### src/rtl/if_fetch_unit.sv
// Instruction-fetch control between the PC register and decode.
// Build option: define IF_PERF_CNT_EN to add the perf_fetched / perf_wait_cycles counters.
module if_fetch_unit #(
    parameter logic [31:0] RESET_INSTR = 32'h00000013
) (
    input  logic        clk,
    input  logic        rst,
    input  logic [31:0] pc,
    output logic        pc_en,
    output logic [31:0] pc_next,
    input  logic        redirect_valid,
    input  logic [31:0] redirect_pc,
    input  logic        stall_id,
    output logic        icache_req,
    output logic [31:0] icache_addr,
    input  logic        icache_ready,
    input  logic        icache_rvalid,
    input  logic [31:0] icache_rdata,
    output logic        ifid_valid,
    output logic [31:0] ifid_pc,
    output logic [31:0] ifid_instr
`ifdef IF_PERF_CNT_EN
    ,
    output logic [31:0] perf_fetched,
    output logic [31:0] perf_wait_cycles
`endif
);

    typedef enum logic [1:0] {
        IDLE,
        REQ,
        WAIT,
        HOLD
    } state_t;

    state_t      state;
    state_t      state_nxt;
    logic        kill;
    logic        kill_nxt;
    logic [31:0] hold_pc;
    logic [31:0] hold_instr;

    logic        ifid_free;
    logic        redir;
    logic        rsp_ok;
    logic        load_fetch;
    logic        load_hold;
    logic        capture_hold;

    // A redirect outranks every other event; responses for killed fetches are never used.
    assign ifid_free    = !ifid_valid || !stall_id;
    assign redir        = redirect_valid && (state != IDLE);
    assign rsp_ok       = (state == WAIT) && icache_rvalid && !kill && !redirect_valid;
    assign load_fetch   = rsp_ok && ifid_free;
    assign capture_hold = rsp_ok && !ifid_free;
    assign load_hold    = (state == HOLD) && !stall_id && !redirect_valid;

    always_ff @(posedge clk or posedge rst) begin
        if (rst) begin
            state <= IDLE;
            kill  <= 1'b0;
        end else begin
            state <= state_nxt;
            kill  <= kill_nxt;
        end
    end

    always_comb begin
        state_nxt = state;
        kill_nxt  = kill;
        case (state)
            IDLE: state_nxt = REQ;
            REQ: begin
                if (!redirect_valid && icache_ready)
                    state_nxt = WAIT;
            end
            WAIT: begin
                if (icache_rvalid) begin
                    kill_nxt  = 1'b0;
                    state_nxt = capture_hold ? HOLD : REQ;
                end else if (redirect_valid) begin
                    kill_nxt = 1'b1;
                end
            end
            HOLD: begin
                if (redirect_valid || !stall_id)
                    state_nxt = REQ;
            end
            default: state_nxt = IDLE;
        endcase
    end

    always_comb begin
        pc_en       = redir || load_fetch || load_hold;
        pc_next     = redirect_valid ? redirect_pc : pc + 32'd4;
        icache_req  = (state == REQ) && !redirect_valid;
        icache_addr = pc;
    end

    always_ff @(posedge clk or posedge rst) begin
        if (rst) begin
            hold_pc    <= '0;
            hold_instr <= '0;
        end else if (capture_hold) begin
            hold_pc    <= pc;
            hold_instr <= icache_rdata;
        end
    end

    always_ff @(posedge clk or posedge rst) begin
        if (rst) begin
            ifid_valid <= 1'b0;
            ifid_pc    <= '0;
            ifid_instr <= RESET_INSTR;
        end else if (redir) begin
            ifid_valid <= 1'b0;
            ifid_instr <= RESET_INSTR;
        end else if (load_fetch) begin
            ifid_valid <= 1'b1;
            ifid_pc    <= pc;
            ifid_instr <= icache_rdata;
        end else if (load_hold) begin
            ifid_valid <= 1'b1;
            ifid_pc    <= hold_pc;
            ifid_instr <= hold_instr;
        end else if (ifid_valid && !stall_id) begin
            ifid_valid <= 1'b0;
        end
    end

`ifdef IF_PERF_CNT_EN
    always_ff @(posedge clk or posedge rst) begin
        if (rst) begin
            perf_fetched     <= '0;
            perf_wait_cycles <= '0;
        end else begin
            if (load_fetch || load_hold)
                perf_fetched <= perf_fetched + 32'd1;
            if (state == WAIT || state == HOLD)
                perf_wait_cycles <= perf_wait_cycles + 32'd1;
        end
    end
`endif

endmodule

### config.mk
export PLATFORM = sky130hd
export DESIGN_NAME = if_fetch_unit
export DESIGN_NICKNAME = d
export VERILOG_FILES = /design/src/rtl/if_fetch_unit.sv
export SDC_FILE = /design/constraint.sdc
export NUM_CORES = 1
export LEC_CHECK = 0
export ABC_AREA = 1
export CAP_MARGIN = 20
export CELL_PAD_IN_SITES_DETAIL_PLACEMENT = 1
export CELL_PAD_IN_SITES_GLOBAL_PLACEMENT = 2
export CORE_MARGIN = 2
export CORE_UTILIZATION = 25
export CTS_CLUSTER_SIZE = 40
export DETAILED_ROUTE_END_ITERATION = 16
export GPL_ROUTABILITY_DRIVEN = 0
export GPL_TIMING_DRIVEN = 0
export PLACE_DENSITY = 0.91
export SKIP_LAST_GASP = 1
export SLEW_MARGIN = 25
export SYNTH_ARGS = -nofsm -noshare
export SYNTH_HDL_FRONTEND = slang
export SYNTH_SLANG_ARGS = --single-unit
### constraint.sdc
create_clock -name clk -period 6.6 [get_ports clk]
set_input_delay 1.65 -clock clk [delete_from_list [all_inputs] [get_ports clk]]
set_output_delay 1.65 -clock clk [all_outputs]
set_load 0.02 [all_outputs]
Word-level counts from Yosys, hierarchy flattened --
Index checks and enable logic that the tools add are counted.
Cells by class: reduce and logical (&&, ||, !) cells 29, divide/modulo/power cells 0, multipliers 0, multiplexer cells 17, order comparisons 0, bitwise operators 1, add/sub/neg operators 1, shift operators 0, equality and inequality tests 6
Operators with widths (count):
- 2-to-1 mux 32 bit | 6
- adder 32 x 3 -> 32 bit (second input constant) | 1
- logical AND 1 bit | 11
- 2-to-1 mux 2 bit | 4
- case mux 2 bit (4 select lines) | 1
- 2-to-1 mux 1 bit | 6
- nonzero test 2 bit | 3
- zero test 1 bit | 5
- == test 2 bit (second input constant) | 2
- logical OR 1 bit | 4
- != test 2 bit (second input constant) | 2
- AND reduction 2 bit | 2
- nonzero test 4 bit | 1
- AND reduction 3 bit | 1
- nonzero test 3 bit | 1
- == test 2 x 1 -> 1 bit (second input constant) | 1
- zero test 2 bit | 1
- != test 2 x 1 -> 1 bit (second input constant) | 1
- inverter 1 bit | 1
Word-level totals: RAM bits 0, memories 0, memory bits (read-only) 0, logic and storage cells 61, input bits 102, register bits after elaboration 132, latch bits 0

Logic depth before layout (Yosys ltp) --
Gate-level depths: netlist of run 1.
depth after elaboration 8, gate-level depth with buffers 11

Worst setup path before layout of run 1 --
Ideal clock, no wire load.
path kind in2out, start in pc[2], end out pc_next[8], setup slack 2191 ps, arrival time 2759 ps, required time 4950 ps, path buffers 0, stages on the path 6, cells stage by stage ha_1 -> nand2_1 -> nor2_2 -> nand2_1 -> xor2_1 -> o21ai_0
Between the ends: word-level cells in the longest chain between the ends 2
RTL lines:
- start, declared | RTL line 8 | input logic [31:0] pc,
- adder 32 x 3 -> 32 bit | RTL line 95 | pc_next = redirect_valid ? redirect_pc : pc + 32'd4;
- 2-to-1 mux 32 bit | RTL line 95
- end, declared | RTL line 10 | output logic [31:0] pc_next,
Every way passes these cells.

Final worst setup path of run 1 --
start in pc[3], end out pc_next[28]
Same word-level chain as after synthesis.

==> flow_results.org, run 1 <==
** Synthesis
- Most common cell in the synthesized netlist :: sky130_fd_sc_hd__nand2_1
- Number of warning messages in the yosys log :: 0
- Per-instance average area after synthesis :: 7.41 sq um
- Syn Std Cell Area :: 7030 sq um
- Ranked by instance count, the synthesized netlist is headed by sky130_fd_sc_hd__nand2_1 (275), sky130_fd_sc_hd__dfrtp_1 (129), sky130_fd_sc_hd__o21ai_1 (104).
- After synthesis the netlist holds a flip-flop and latch count of 132.
- EDFF count, synth :: 0
- The synthesized netlist contains 25 unique library cells.
- The largest total area in the synthesized netlist belongs to sky130_fd_sc_hd__dfrtp_1.
- Predominant post-synthesis flop cell :: sky130_fd_sc_hd__dfrtp_1
- Of the synthesized area, sequential elements account for 0.470.
- After technology mapping, the gate count stands at 949.
- Async set or reset register ratio after synthesis :: 1.00
- Of the post-synthesis cell area, the dominant cell type holds 0.459.
- Top area cells in the synthesized netlist :: sky130_fd_sc_hd__dfrtp_1 (46%), sky130_fd_sc_hd__nand2_1 (15%), sky130_fd_sc_hd__o21ai_1 (7.4%), sky130_fd_sc_hd__nor2_1 (5.2%), sky130_fd_sc_hd__a21oi_1 (4.7%)
- Post-Syn Nets :: 1056

** Routing
- Number of DRC violations after detailed routing :: 0
- The first TritonRoute pass finished after 4 iterations.
- In this run, the number of DRC markers left after iteration 0 of detailed routing was 355.
- In the routed layout, each cell is associated on average with a via count of 4.44.
- ANT nets after route :: 0
- Detailed routing inserted a total of 7057 vias.
- Total wire length :: 25400 microns
- In the final routed layout, each cell accounts on average for 16.0 microns.

** Setup path
- Arrival time worst endpoint :: 4.08 ns
- The signal on the critical path passes through clkdlybuf4s50_1 -> ha_1 -> nand2_1 -> nor2_2 -> nand2_2 -> nor2_2 -> nand2_1 -> nand2_1 -> nand3_1 -> nand2_1 -> clkdlybuf4s50_1.
- STA classifies the critical path endpoint as a primary output.
- Largest driver fanout on the critical path :: 7
- Cell repeated most along the worst path :: sky130_fd_sc_hd__nand2_1
- Counting both buffers and inverters, the worst setup path holds a total of 2.
- Cell family with the largest share of critical-path delay :: buffers and inverters
- Crit path kind :: in2out
- The worst setup path is launched from an input pin.
- Max incr delay on CP :: 0.60 ns
- At the worst endpoint, the required time is 4.95 ns.
- Among all stages on the critical path, the largest delay is contributed by sky130_fd_sc_hd__clkdlybuf4s50_1.

** GRT
- The via count of the first global-routing pass was 7632.
- Antenna violations before repair :: 0
- Overall track demand over capacity in global routing :: 0.177
- Remaining global-route overflow :: 0
- First-pass GRT wire length :: 40500 microns
- Entering global routing, the biggest net connects 95 pins.

** Clock tree
- The H-tree was split into 4 levels.
- No sink is reached through more buffers than the 2 on the longest clock path.
- CTS Buf Count :: 17
- Count of buffers added by post-CTS timing repair for setup :: 0
- For this design, the sink count on the clock tree is 132.
- Post-CTS repair changed the size of 0 cells.
- The later pin in the worst-skew pair is clocked with a latency of 0.42 ns.
- CTS tree :: yes
- Cts-stage hold buffer count :: 0
- Clock-pin slew was measured on the worst setup and hold paths at 0.06 ns.
- The tree is rooted in a sky130_fd_sc_hd__clkbuf_16.

** Power
- Combinational share of power :: 0.314
- Internal power :: 2.03 mW
- Of the total power, the share spent switching nets is 0.321.
- In this run the static leakage power is 4.76 nW.
- Flop pwr share :: 0.347
- Of the total power, the clock network draws 0.339.
- Power Dens Cells :: 285 nW/um^2
- IR analysis of the VDD net gives a maximum drop of 0.176 mV.
- In this run the power spent charging and discharging nets is 0.962 mW.

** STA
- Worst hold slack across all endpoints :: 0.474 ns
- At the pin with the least slew margin, the transition time is 0.659 ns.
- Setup violations remaining at the end of the flow were counted as 0.
- Top achievable clock speed :: 174 MHz
- Final hold viol count :: 0
- Share of the cycle needed by the critical path after routing :: 0.868
- Shortest clock period the worst path allows after layout :: 5.73 ns
- Measured against its own limit, the worst slew margin works out to 0.561.
- Clock skew on the completed layout was measured at 0.00753 ns.
- The total count of max-transition violations in the final report came to 0.
- RSZ-0062 raised after global routing :: false

** Finish
- The layout has 3398 filler cells.
- Ratio of cells with drive above 1 in the final layout :: 0.101
- The net count of the finished layout is 1307.
- The repair_antennas step left the layout with diodes totalling 0.
- Synth-to-Final Area Change :: 49.1%
- Count of non-filler cells in the finished layout :: 1591

** Floorplanning
- Height of the die :: 172 microns
- The die covers 29500 sq um.
- The die is 172 microns wide.
- Top-level I/O count :: 233
- The floorplan has 61 rows.
- Core area :: 27800 sq um
- For this configuration, the core starts out at a cell density of 0.253.

** Place
- Port buffer count :: 231
- Detailed placement ended at an HPWL of 19800 microns.
- Placed insts :: 1559

** Run status
- Run status :: complete, no violations

** Run
- Across the run, the number of max-cap violations was 0.

** Hold path
- Hold crit path type :: reg2reg
[final timing paths]
check                      slack (ns)  cells after the start          start             end
max reg2reg                      4.73                      9       state[0]     ifid_pc[26]
min                              0.47                      2  ifid_instr[4]   ifid_instr[4]
min reg2reg                      0.47                      2  ifid_instr[4]   ifid_instr[4]
max                              0.87                     11          pc[3]     pc_next[28]
max in group asynchronous        4.21                      3            rst     ifid_pc[24]
min in group asynchronous        1.61                      2            rst  hold_instr[16]
[routing by layer]
metal,global-route usage,up-vias,wire length [microns]
met2,0.313,195,12400
li1,-,3494,-
met5,0,-,0
met3,0.0423,15,1580
met4,0.0373,0,225
met1,0.220,3353,11200
[flip-flops by register name, summed over array words and instances, names as in the netlist]
register,cells
ifid_instr,32
ifid_pc,32
state,2
ifid_valid,1
hold_pc,32
hold_instr,32
kill,1
[power by group through the flow]
stage | Clock (mW) | Combinational, mW | Sequential (mW)
finish | 1.01 | 0.941 | 1.04
global route | 1.07 | 1.03 | 1.06
CTS | 1.04 | 0.958 | 1.04
detailed placement | 0 | 0.952 | 1.05
global placement | 0 | 0.934 | 1.05
floorplan | 0 | 0.335 | 1.18
[kinds of logic (layout without fill, tap and decap cells)]
group	count (synthesis)	after routing	share of synthesized area
AND/OR/NAND/NOR	428	428	0.242
AO/OA/AOI/OAI	219	219	0.156
buffers and inverters	164	428	0.121
flip-flops	132	132	0.470
adder cells (fa/ha/maj)	5	5	0.00889
XOR/XNOR	1	1	0.00125
[cell usage in the layout, fill, tap and decap left out, types with 2 or more instances in the layout]
| cell type | synthesis | layout |
|---|---|---|
| sky130_fd_sc_hd__a21oi_1 | 66 | 66 |
| sky130_fd_sc_hd__and2_1 | 3 | 3 |
| sky130_fd_sc_hd__buf_2 | 26 | 26 |
| sky130_fd_sc_hd__buf_4 | 34 | 34 |
| sky130_fd_sc_hd__buf_6 | 10 | 10 |
| sky130_fd_sc_hd__bufinv_16 | 0 | 4 |
| sky130_fd_sc_hd__clkbuf_1 | 9 | 10 |
| sky130_fd_sc_hd__clkbuf_16 | 0 | 17 |
| sky130_fd_sc_hd__clkbuf_8 | 0 | 2 |
| sky130_fd_sc_hd__clkdlybuf4s50_1 | 0 | 231 |
| sky130_fd_sc_hd__clkinv_2 | 0 | 2 |
| sky130_fd_sc_hd__clkinv_4 | 0 | 3 |
| sky130_fd_sc_hd__clkinvlp_4 | 0 | 3 |
| sky130_fd_sc_hd__dfrtp_1 | 129 | 129 |
| sky130_fd_sc_hd__dfstp_2 | 3 | 3 |
| sky130_fd_sc_hd__ha_1 | 5 | 5 |
| sky130_fd_sc_hd__inv_1 | 79 | 78 |
| sky130_fd_sc_hd__inv_2 | 4 | 4 |
| sky130_fd_sc_hd__nand2_1 | 275 | 275 |
| sky130_fd_sc_hd__nand2_2 | 2 | 2 |
| sky130_fd_sc_hd__nand3_1 | 40 | 40 |
| sky130_fd_sc_hd__nor2_1 | 97 | 97 |
| sky130_fd_sc_hd__nor2_2 | 8 | 8 |
| sky130_fd_sc_hd__o21ai_0 | 48 | 48 |
| sky130_fd_sc_hd__o21ai_1 | 104 | 104 |
[stage by stage]
stage	TNS [ns]	worst slack [ns]	power, mW	cell area, sq um	util
after CTS	0	0.836	3.04	10500	0.378
after global placement	-85.06	-0.675	1.98	9820	0.353
final	0	0.869	2.99	10500	0.378
after floorplan	0	1.43	1.51	7030	-
after global routing	0	0.679	3.16	10500	0.378
after detailed placement	0	0.838	2.01	9850	0.355
[layout make-up]
type,instances,area [sq um],area share
plain buffers,81,541,0.0515
clock buffers,20,457,0.0435
clock inverters,12,179,0.0171
inverters,83,319,0.0304
multi-input cells,653,2880,0.274
flip-flops and latches,132,3310,0.315
well taps,378,473,0.0451
repair buffers,232,2340,0.223
[worst min-delay path, cell delays in order, from the launching register on]
cell                      delay [ns]
sky130_fd_sc_hd__dfstp_2        0.37
sky130_fd_sc_hd__nand2_1        0.05
sky130_fd_sc_hd__nand2_1        0.05
(Power assumes the default switching activity.)
==> run 2, diff against run 1 <==
--- a/config.mk
+++ b/config.mk
@@ -10,12 +10,13 @@
 export CELL_PAD_IN_SITES_DETAIL_PLACEMENT = 1
 export CELL_PAD_IN_SITES_GLOBAL_PLACEMENT = 2
 export CORE_MARGIN = 2
-export CORE_UTILIZATION = 25
+export CORE_UTILIZATION = 26
+export CTS_BUF_LIST = sky130_fd_sc_hd__clkbuf_4
 export CTS_CLUSTER_SIZE = 40
 export DETAILED_ROUTE_END_ITERATION = 16
 export GPL_ROUTABILITY_DRIVEN = 0
 export GPL_TIMING_DRIVEN = 0
-export PLACE_DENSITY = 0.91
+export PLACE_DENSITY_LB_ADDON = 0.1
 export SKIP_LAST_GASP = 1
 export SLEW_MARGIN = 25
 export SYNTH_ARGS = -nofsm -noshare
==> run 2 against run 1 <==
  * Sequential power about the same
  * Cell count down 2.3%
  * Critical path depth unchanged
  * Global-route usage up 0.18 points
  * Design area down 2.9%
  * Register-to-register slack worse by 0.02 ns
  * Critical path type unchanged
  * Critical endpoint unchanged
==> flow_results.org, run 2 (synthesis results as in run 1) <==
** Floorplanning
- The die width is 168 microns (-1.9%).
- Core area :: 26700 sq um (-3.8%)
- Placement Rows :: 60 (-1.6%)
- The area of the die was 28400 sq um (-3.8%).
- The number of ports placed on the die boundary was 233 (unchanged).
- Starting utilization of the core area :: 0.263 (+0.0100)
- The die height was 168 microns (-1.9%).

** Routing
- The initial DRC count came to 259 (-27%).
- Total wire length :: 25000 microns (-1.7%)
- Drt pass-1 iters :: 4 (unchanged)
- Vias post-DR :: 6895 (-2.3%)
- Routed wire length per instance :: 16.1 microns (+0.59%)
- The post-route DRC violation count came to 0 (unchanged).
- Via-to-Cell Ratio :: 4.43 (about the same)
- ANT nets after route :: 0 (unchanged)

** STA
- Max-slew headroom :: 0.574 (+0.0136)
- The total count of max-transition violations in the final report is 0 (unchanged).
- The transition time of the tightest slew-check pin was 0.638 ns (-0.0204 ns).
- The final sum of negative setup slack was 0 ns (unchanged).
- Shortest clock period the worst path allows after layout :: 5.71 ns (-0.0222 ns)
- Final setup violation count :: 0 (unchanged)
- The total count of hold-check failures in the final report was 0 (unchanged).
- The maximum frequency from static timing analysis came to 175 MHz (+0.39%).
- RSZ-0062 raised after global routing :: false
- The worst setup skew after layout is 0.0185 ns (+0.0109 ns).
- The portion of the clock cycle consumed by the worst path in the final layout was 0.865 (-0.00337).

** Finish
- Most used cells in the layout excluding fill and tap cells :: sky130_fd_sc_hd__nand2_1 (275), sky130_fd_sc_hd__clkdlybuf4s50_1 (231), sky130_fd_sc_hd__dfrtp_1 (129)
- Synth-to-Final Area Change :: 44.8%
- Leaving out fill and tap cells, the most frequent cell in the layout is sky130_fd_sc_hd__nand2_1.
- Area used by multi-input combinational logic :: 2880 sq um (unchanged)
- Post-route cell area :: 10200 sq um (-2.9%)
- The utilization of the core after routing was 0.381 (+0.00364).
- Storage cell area :: 3310 sq um (unchanged)
- The number of fillers in the final layout came to 3276 (-3.6%).
- Ratio of cells with drive above 1 in the final layout :: 0.102 (+0.000824)
- The post-layout net count is 1307 (unchanged).

** GRT
- Overall track demand over capacity in global routing :: 0.179 (+0.00184)
- Largest net degree at the start of global routing :: 73 (-23%)
- The initial antenna violation count is 1 (+1).
- Remaining global-route overflow :: 0 (unchanged)
- First-pass GRT wire length :: 39800 microns (-1.6%)
- The via count of the first global-routing pass is 7297 (-4.4%).

** Clock tree
- The clock sink count came to 132 (unchanged).
- The maximum level of the CTS H-tree came to 4 (unchanged).
- Number of gates resized after CTS :: 0 (unchanged)
- CTS tree :: yes
- Clock transition at path regs :: 0.11 ns (+0.05 ns)
- CTS placed an instance of sky130_fd_sc_hd__clkbuf_4 at the clock tree root.
- CTS Buf Count :: 17 (unchanged)
- Count of buffers added by post-CTS timing repair for setup :: 0 (unchanged)
- Clock latency on the worst-skew pair :: 0.54 ns (+0.12 ns)
- Cts-stage hold buffer count :: 0 (unchanged)
- The maximum buffer depth of the clock tree was 2 (unchanged).

** Hold path
- Hold crit path type :: reg2reg
- Number of cells traversed by the worst hold path :: 2 (unchanged)
- In this run the most critical hold path is launched from ifid_instr[4].

** Run
- Number of max-capacitance violations reported :: 0 (unchanged)

** Place
- Final HPWL DP :: 19400 microns (-2.2%)
- Post-placement cell area :: 9810 sq um (-0.47%)
- Port buffer count :: 231 (unchanged)

** Power
- The final total power came to 2.67 mW (-11%).
- The cell leakage power was 4.66 nW (-2.2%).
- Worst VDD drop :: 0.104 mV (-41%)
- Power Dens Cells :: 262 nW/um^2 (-8.1%)

** Setup path
- R2R depth :: 9 (unchanged)
- Max incr delay on CP :: 0.61 ns (about the same)
- The kind of cell with the highest combined delay along the critical path is buffers and inverters.
- Cell repeated most along the worst path :: sky130_fd_sc_hd__nand2_1
- The critical path is of the in2out type.
- Arrival time worst endpoint :: 4.06 ns (-0.02 ns)
- In this run the worst setup path begins at pc[2].
- The path length in cells of the critical path was 11 (unchanged).
- Critical R2R Launch :: state[0]
- Largest driver fanout on the critical path :: 7 (unchanged)
- The total buffers and inverters traversed by the critical path is 2 (unchanged).
- The worst setup path is launched from an input pin.
- STA classifies the critical path endpoint as a primary output.
- Critical Path RT :: 4.95 ns (about the same)
- Among all stages on the critical path, the largest delay is contributed by sky130_fd_sc_hd__clkdlybuf4s50_1.
- Cell Chain, Critical Path :: clkdlybuf4s50_1 -> ha_1 -> nand2_1 -> nor2_2 -> nand2_2 -> nor2_2 -> nand2_1 -> nand2_1 -> nand3_1 -> nand2_1 -> clkdlybuf4s50_1

** Run status
- The run finished with clean final reports.
## run 2: through the flow
step                      cells  setup WS (ns)  hold slack (ns)
after global placement     1521         -0.955            0.459
final                      1555          0.891            0.480
after global routing       1555          0.660            0.512
after CTS                  1554          0.819            0.483
after detailed placement   1522          0.823            0.463
after floorplan             949           1.43            0.453
## run 2: where the power goes
part | internal (mW) | leakage, nW | total [mW] | switching, mW
Combinational | 0.424 | 2.80 | 0.929 | 0.506
Clock | 0.392 | 0.198 | 0.711 | 0.319
Sequential | 0.953 | 1.66 | 1.03 | 0.0798
## run 2: final cells by class
type / instances / area share
Clock buffer: 20 / 0.0147
Multi-Input combinational cell: 653 / 0.282
Sequential cell: 132 / 0.325
Buffer: 81 / 0.0531
Inverter: 83 / 0.0313
Clock inverter: 12 / 0.0224
Timing Repair Buffer: 232 / 0.230
Antenna cell: 1 / 0.000246
Tap cell: 341 / 0.0419
## run 2: worst reg2reg max path, delay by kind of cell (launching register included)
family	cells	cell delay, ns
AO/OA/AOI/OAI	1	0.15
adder cells (fa/ha/maj)	1	0.23
buffers and inverters	4	0.70
flip-flops	1	0.40
AND/OR/NAND/NOR	3	0.28
## run 2: worst paths after layout
path	to	slack, ns
setup / recovery	pc_next[28]	0.89
max in group asynchronous	ifid_instr[1]	4.30
min in group asynchronous	ifid_instr[28]	1.55
hold reg to reg	ifid_instr[4]	0.48
hold / removal	ifid_instr[4]	0.48
setup reg to reg	ifid_pc[25]	4.71
## run 2: layer usage
metal / share of wire / track usage / vias to the layer above
li1: - / - / 3488
met1: 0.47 / 0.235 / 3245
met2: 0.48 / 0.311 / 156
met3: 0.043 / 0.0348 / 6
met4: 0.0052 / 0.0326 / 0
met5: 0 / 0 / -
